### src/rtl/sc_fifo.sv
// sc_fifo: single-clock FIFO with registered flags, a full-range used-word
// count, almost_full/almost_empty thresholds, a synchronous clear and two
// read styles (SHOWAHEAD "OFF" registered read, "ON" head word on q_o).
// Optional build macro: SC_FIFO_ERR_FLAGS_EN adds sticky ovf_o/udf_o ports
// that record a write request while full or a read request while empty.
module sc_fifo #(
  parameter int    DWIDTH       = 8,
  parameter int    AWIDTH       = 3,
  parameter string SHOWAHEAD    = "OFF",
  parameter int    ALMOST_FULL  = 6,
  parameter int    ALMOST_EMPTY = 2
) (
  input  logic              clk_i,
  input  logic              aclr_i,
  input  logic              sclr_i,
  input  logic              wr_req_i,
  input  logic [DWIDTH-1:0] data_i,
  input  logic              rd_req_i,
  output logic [DWIDTH-1:0] q_o,
  output logic              empty_o,
  output logic              full_o,
  output logic [AWIDTH:0]   usedw_o,
  output logic              almost_full_o,
  output logic              almost_empty_o
`ifdef SC_FIFO_ERR_FLAGS_EN
  ,
  output logic              ovf_o,
  output logic              udf_o
`endif
);

  localparam int DEPTH = 1 << AWIDTH;

  // Reject configurations that would make the flags meaningless.
  if (ALMOST_FULL < 1 || ALMOST_FULL > DEPTH) begin : g_bad_af
    $error("sc_fifo: ALMOST_FULL must be in 1..2**AWIDTH");
  end
  if (ALMOST_EMPTY < 0 || ALMOST_EMPTY > DEPTH) begin : g_bad_ae
    $error("sc_fifo: ALMOST_EMPTY must be in 0..2**AWIDTH");
  end
  if (SHOWAHEAD != "ON" && SHOWAHEAD != "OFF") begin : g_bad_sa
    $error("sc_fifo: SHOWAHEAD must be \"ON\" or \"OFF\"");
  end

  logic [DWIDTH-1:0] mem [DEPTH];
  logic [AWIDTH:0]   wr_ptr, rd_ptr;
  logic [AWIDTH:0]   wr_ptr_n, rd_ptr_n;
  logic [AWIDTH:0]   usedw_n;
  logic              wr_acc, rd_acc;
  logic [AWIDTH-1:0] wr_addr, rd_addr;

  assign wr_addr = wr_ptr[AWIDTH-1:0];
  assign rd_addr = rd_ptr[AWIDTH-1:0];

  // A clear wins over any request in the same cycle, so it also blocks them here.
  assign wr_acc = wr_req_i && !full_o  && !sclr_i;
  assign rd_acc = rd_req_i && !empty_o && !sclr_i;

  // Next pointers and count; both-or-neither leaves the count unchanged.
  always_comb begin
    wr_ptr_n = wr_ptr;
    rd_ptr_n = rd_ptr;
    usedw_n  = usedw_o;
    if (wr_acc) wr_ptr_n = wr_ptr + 1'b1;
    if (rd_acc) rd_ptr_n = rd_ptr + 1'b1;
    case ({wr_acc, rd_acc})
      2'b10:   usedw_n = usedw_o + 1'b1;
      2'b01:   usedw_n = usedw_o - 1'b1;
      default: usedw_n = usedw_o;
    endcase
  end

  // Pointer, count and flag registers.
  // NOTE: sequential state uses non-blocking (<=) so every register samples
  // pre-edge values; blocking here would create order-dependent simulation.
  always_ff @(posedge clk_i or posedge aclr_i) begin
    if (aclr_i) begin
      wr_ptr  <= '0;
      rd_ptr  <= '0;
      usedw_o <= '0;
      empty_o <= 1'b1;
      full_o  <= 1'b0;
    end else if (sclr_i) begin
      wr_ptr  <= '0;
      rd_ptr  <= '0;
      usedw_o <= '0;
      empty_o <= 1'b1;
      full_o  <= 1'b0;
    end else begin
      wr_ptr  <= wr_ptr_n;
      rd_ptr  <= rd_ptr_n;
      usedw_o <= usedw_n;
      // Equal pointers mean empty; same address with opposite wrap bits means full.
      empty_o <= (wr_ptr_n == rd_ptr_n);
      full_o  <= (wr_ptr_n[AWIDTH-1:0] == rd_ptr_n[AWIDTH-1:0]) &&
                 (wr_ptr_n[AWIDTH] != rd_ptr_n[AWIDTH]);
    end
  end

  // Storage write.
  // NOTE: the array has no reset on purpose; pointers alone define which
  // words are valid, and a resettable array would become a huge flop bank.
  always_ff @(posedge clk_i) begin
    if (wr_acc) mem[wr_addr] <= data_i;
  end

  // Thresholds come straight off the registered count, no added latency.
  assign almost_full_o  = (usedw_o >= (AWIDTH+1)'(ALMOST_FULL));
  assign almost_empty_o = (usedw_o <  (AWIDTH+1)'(ALMOST_EMPTY));

  if (SHOWAHEAD == "ON") begin : g_showahead
    // Head word is presented whenever data is stored; forced to 0 while empty
    // so the output is never driven from an unwritten location.
    assign q_o = empty_o ? '0 : mem[rd_addr];
  end else begin : g_normal
    logic [DWIDTH-1:0] q_reg;

    // Registered read port: loads the word at rd_ptr on an accepted read only.
    always_ff @(posedge clk_i or posedge aclr_i) begin
      if (aclr_i)      q_reg <= '0;
      else if (sclr_i) q_reg <= '0;
      else if (rd_acc) q_reg <= mem[rd_addr];
    end

    assign q_o = q_reg;
  end

`ifdef SC_FIFO_ERR_FLAGS_EN
  // Sticky overflow/underflow flags; only a reset or clear removes them.
  always_ff @(posedge clk_i or posedge aclr_i) begin
    if (aclr_i) begin
      ovf_o <= 1'b0;
      udf_o <= 1'b0;
    end else if (sclr_i) begin
      ovf_o <= 1'b0;
      udf_o <= 1'b0;
    end else begin
      if (wr_req_i && full_o)  ovf_o <= 1'b1;
      if (rd_req_i && empty_o) udf_o <= 1'b1;
    end
  end
`endif

endmodule

### config.mk
export PLATFORM = sky130hd
export DESIGN_NAME = sc_fifo
export DESIGN_NICKNAME = d
export VERILOG_FILES = /design/src/rtl/sc_fifo.sv
export SDC_FILE = /design/constraint.sdc
export NUM_CORES = 1
export LEC_CHECK = 0
export ABC_AREA = 1
export ABC_CLOCK_PERIOD_IN_PS = 3100
export CORE_MARGIN = 1.5
export CORE_UTILIZATION = 55
export CTS_BUF_LIST = sky130_fd_sc_hd__clkbuf_16
export CTS_CLUSTER_DIAMETER = 200
export DETAILED_ROUTE_END_ITERATION = 8
export GPL_ROUTABILITY_DRIVEN = 0
export PLACE_DENSITY = 0.76
export SLEW_MARGIN = 20
export SYNTH_ARGS = -nofsm -noshare
export SYNTH_HDL_FRONTEND = slang
export SYNTH_SLANG_ARGS = --single-unit
### constraint.sdc
create_clock -name clk_i -period 3.1 [get_ports clk_i]
set_input_delay 0.62 -clock clk_i [delete_from_list [all_inputs] [get_ports clk_i]]
set_output_delay 0.62 -clock clk_i [all_outputs]
set_load 0.05 [all_outputs]
Word-level counts from Yosys, hierarchy flattened
Memory sizes are Yosys's and may differ from the RTL's.
Cells that the tools add are included.
Widths: inputs -> output; s select.
{"block": "op_classes", "eq_ne": 5, "mux": 12, "add_sub_neg": 4, "reduce_logical": 10, "n_lt_le_gt_ge": 2}
{"operator": "$mux 4", "n": 5}
{"operator": "$mux 8", "n": 2}
{"operator": "$add 4x1->4 const B", "n": 3}
{"operator": "$pmux 4 s2", "n": 1}
{"operator": "$logic_and 1x1->1", "n": 5}
{"operator": "$eq 4x4->1", "n": 1}
{"operator": "$ge 4x3->1 const B", "n": 1}
{"operator": "$lt 4x2->1 const B", "n": 1}
{"operator": "$mux 1", "n": 4}
{"operator": "$sub 4x1->4 const B", "n": 1}
{"operator": "$eq 3x3->1", "n": 1}
{"operator": "$logic_not 1->1", "n": 3}
{"operator": "$reduce_bool 3->1", "n": 1}
{"operator": "$eq 2x1->1 const B", "n": 1}
{"operator": "$eq 2x2->1 const B", "n": 1}
{"operator": "$reduce_bool 2->1", "n": 1}
{"operator": "$ne 1x1->1", "n": 1}
{"block": "word_totals", "input_bits": 13, "out_inout_bits": 16, "register_bits": 22, "memories": 1, "mem_bits_rw": 64}
{"name": "mem", "words": 8, "word_bits": 8, "read_ports": 1, "rd_clocked_by_memory_dff": 0, "write_ports": 1, "line_no": "45", "text": "logic [DWIDTH-1:0] mem [DEPTH];"}

Longest topological paths before layout
{"block": "logic_depth", "depth_word": 7, "depth_mapped": 13, "depth_no_buf": 13}

Worst setup path before layout
OpenSTA, ideal clock, no wires.
{"block": "synth_path", "kind": "reg-to-output", "start": "reg usedw_o[1]", "end": "out almost_full_o", "setup_slack_ns": 0.533, "t_arrival_ns": 1.947, "stages_incl_launch_ff": 3, "cell_sequence": "dfrtp_1 inv_1 o21ai_0"}
{"block": "synth_via", "elab_chain_cells": 1}
{"item": "start, declared", "line_no": "22", "text": "output logic [AWIDTH:0] usedw_o,"}
{"item": "start signal, assigned", "line_no": "92", "text": "usedw_o <= usedw_n;"}
{"item": "$ge 4x3->1", "line_no": "108", "text": "assign almost_full_o = (usedw_o >= (AWIDTH+1)'(ALMOST_FULL));"}
{"item": "end, declared", "line_no": "23", "text": "output logic almost_full_o,"}
Every way passes these cells.

Final worst setup path
Same ends and word-level chain as after synthesis.

==> metrics.log <==
[metrics] Post-CTS Setup Inserts: 0
[metrics] final hold slack: 0.508 ns
[metrics] Die Y-Extent: around 85 um
[metrics] TritonCTS clock tree: done
[metrics] antenna violation net count after detailed routing: 0
[metrics] GRT Overall Usage: a little under a quarter
[metrics] net count after synthesis: roughly 360
[metrics] post-detailed-route DRC marker count: 3
[metrics] final setup skew: 0.00365 ns
[metrics] relative slew slack: a little over two fifths
[metrics] flop and latch count out of synthesis: 86
[metrics] first drt pass iteration count: 7
[metrics] average detailed-routed wire length per instance: between 15 and 20 um
[metrics] number of CTS-inserted buffers: 9
[metrics] final period utilization: between 80% and 90%
[metrics] highest achievable clock rate: roughly 400 MHz
[metrics] Cell Chain, Critical Path: inv_1 -> o21ai_0 -> clkdlybuf4s50_1
[metrics] Post-Route WL: approximately 7700 um
[metrics] PostCTS Resize Cnt: 0
[metrics] type of the most critical hold path: reg -> reg
[metrics] # H-tree levels: 3
[metrics] Antenna diodes: 0
[metrics] kind of start point of the critical path: register
[metrics] row cnt: 29
[metrics] Worst setup EP type: output pin
[metrics] area inside the core boundary: between 6000 and 7000 um^2
[metrics] cell with the largest stage delay on the worst path: clkdlybuf4s50_1
[metrics] yosys synthesis warning count: 0
[metrics] gate count of the mapped netlist: ~350
[metrics] area of the die: ~7300 um^2
[metrics] post-synth cell types: 25
[metrics] total power divided by cell area: about 630 nW/um^2
[metrics] delay-heaviest family, CP: buffers and inverters
[metrics] Setup Viol. Count Final: 0
[metrics] layout net count: 400
[metrics] min cycle time layout: between 2 and 3 ns
[metrics] endpoint required time on the critical path: between 2 and 2.5 ns
[metrics] HPWL after detailed placement: approximately 5000 um
[metrics] number of sinks driven by the clock tree: 86
[metrics] root buf cell: clkbuf_16
[metrics] 1st-iter DRT viols: 290
[metrics] vias after detailed routing: roughly 2600
[metrics] synthesized cell area: around 3700 um^2
[metrics] delay of the slowest cell on the worst path: approximately 0.82 ns
[metrics] RSZ-0062 raised after global routing: false
[metrics] buffers from clock root to sink, at most: 2
[metrics] number of hold violations in the final report: 0
[metrics] wire length of the first global-routing pass: 12500 um
[metrics] final cell utilization of the core: a little under 70%
[metrics] Hold-fix buffers, CTS: 0
[metrics] largest driver fanout on the critical path: 5
[metrics] effective utilization at floorplan: ~58%
[metrics] Fill cells: roughly 480
[metrics] vias per inst: about 5.7
[metrics] pins over their slew limit: 0
[metrics] violated checks: design-rule violations
[metrics] Port Buffer Count: 28
[metrics] maximum ir drop on the vdd rail: 0.000467 V
[metrics] total congestion overflow after global routing: 0
[metrics] area added between synthesis and finish: 18.8%
[metrics] post-route setup TNS: 0 ns
[metrics] number of maximum-capacitance violations: 0
[metrics] category of the most critical setup path: reg -> out
[metrics] number of antenna violations at the first check in global routing: 0
[metrics] later-pin clock latency in the skew report: 0.33 ns
[metrics] Worst Tran Pin Value: approximately 0.86 ns
[metrics] Crit path buffers/inverters: 2
[metrics] width of the die: approximately 85 um
[metrics] run status: finished with violations
[metrics] arrival time worst endpoint: 1.89 ns
[metrics] total leakage power: between 1.5 and 2 nW
[metrics] most used cells in the layout excluding fill and tap cells: nand2_1 (69), edfxtp_1 (64), nor2_1 (48), o21ai_0 (38), inv_1 (30)
[metrics] most common library cell in the layout ignoring fill and taps: nand2_1
[metrics] share of post-route cells with drive strength above 1: 8.51%
[metrics] vias in the first global route: roughly 2500
[metrics] Syn Area/Cell: ~11 um^2
[metrics] count of pins on the block boundary: 29
[metrics] Clk pin slew, worst setup/hold paths: around 0.06 ns
[metrics] pin count of the biggest net entering global routing: 37
[metrics] proportion of synthesized chip area in sequential cells: 66.5%
## synthesized netlist by cell type
| library cell | instances | area (um^2) |
|---|---|---|
| xor2_1 | 1 | 8.76 |
| buf_2 | 5 | 25.0 |
| clkbuf_1 | 8 | 30.0 |
| buf_4 | 1 | 7.51 |
| o21ai_0 | 38 | 190 |
| o211ai_1 | 8 | 60.1 |
| nand4_1 | 3 | 18.8 |
| xnor2_1 | 3 | 26.3 |
| edfxtp_1 | 64 | 1920 |
| buf_6 | 1 | 11.3 |
| nor2_1 | 48 | 180 |
| nor2_4 | 1 | 11.3 |
| ha_1 | 4 | 50.1 |
| nand2_1 | 69 | 259 |
| nor2_2 | 1 | 6.26 |
| inv_1 | 29 | 109 |
| o22ai_1 | 9 | 56.3 |
| dfrtp_1 | 21 | 526 |
| nand2_2 | 1 | 6.26 |
| a21oi_1 | 1 | 5.00 |
| nand3_4 | 1 | 17.5 |
| nor3_1 | 3 | 15.0 |
| nand3_1 | 17 | 85.1 |
| o221ai_1 | 8 | 70.1 |
| dfstp_2 | 1 | 26.3 |
## stage by stage
stage	power [mW]	cells	setup WS, ns	cell area [um^2]
after floorplan	1.61	346	0.533	3720
after global placement	1.75	449	0.647	4120
after detailed placement	1.76	449	0.615	4120
after CTS	2.81	465	0.586	4420
after global routing	2.91	465	0.465	4420
final	2.80	465	0.585	4420
## kinds of logic after synthesis
| family | count (synthesis) | share of synthesized area (%) |
|---|---|---|
| AOI/OAI and AO/OA | 64 | 10.3 |
| xor gates and xnor gates | 4 | 0.941 |
| adders and majority gates | 4 | 1.34 |
| buffers and inverters | 44 | 4.91 |
| DFF | 86 | 66.5 |
| and+or+nand+nor | 144 | 16.1 |
## tightest hold or removal path, stage by stage, from the launching register on
cell and delay (ns):
dfrtp_1 0.34, nand3_1 0.07, nand2_1 0.06
## state kept, by name, indices dropped and copies added, names as in the netlist
register,count
empty_o,1
rd_ptr,4
usedw_o,4
q_o,8
wr_ptr,4
mem,64
full_o,1
## layout make-up
class,count,area (um^2),area share [%]
multi-input combinational,216,1070,24.1
sequential,86,2470,56.0
clock inverter,7,72.6,1.64
timing repair buffer,41,378,8.55
clock buffer,9,225,5.09
tap,77,96.3,2.18
inverter,29,109,2.46
## final timing paths
kind / slack [ns] / depth (start not counted) / end / from
worst max-delay path: 0.59 / 3 / almost_full_o / usedw_o[1]
worst min-delay path: 0.51 / 2 / q_o[4] / q_o[4]
worst max register to register: 1.14 / 13 / usedw_o[3] / empty_o
worst min register to register: 0.51 / 2 / q_o[4] / q_o[4]
max in group asynchronous: 1.81 / 2 / wr_ptr[1] / aclr_i
min in group asynchronous: 0.76 / 2 / q_o[6] / aclr_i
## metal layers
metal	up-vias	wire [um]	global-route usage, %
met5	-	0	0
met4	0	132	9.82
met3	14	560	3.99
met2	117	3610	36.1
met1	1232	3420	31.9
li1	1281	-	-
## report_power, final
part / total (mW) / switching, mW / internal (mW)
Clock: 1.06 / 0.436 / 0.626
Sequential: 1.32 / 0.0342 / 1.28
Combinational: 0.424 / 0.288 / 0.136
Total: 2.80 / 0.758 / 2.04
Note: power is estimated with default switching activity, not from simulation.
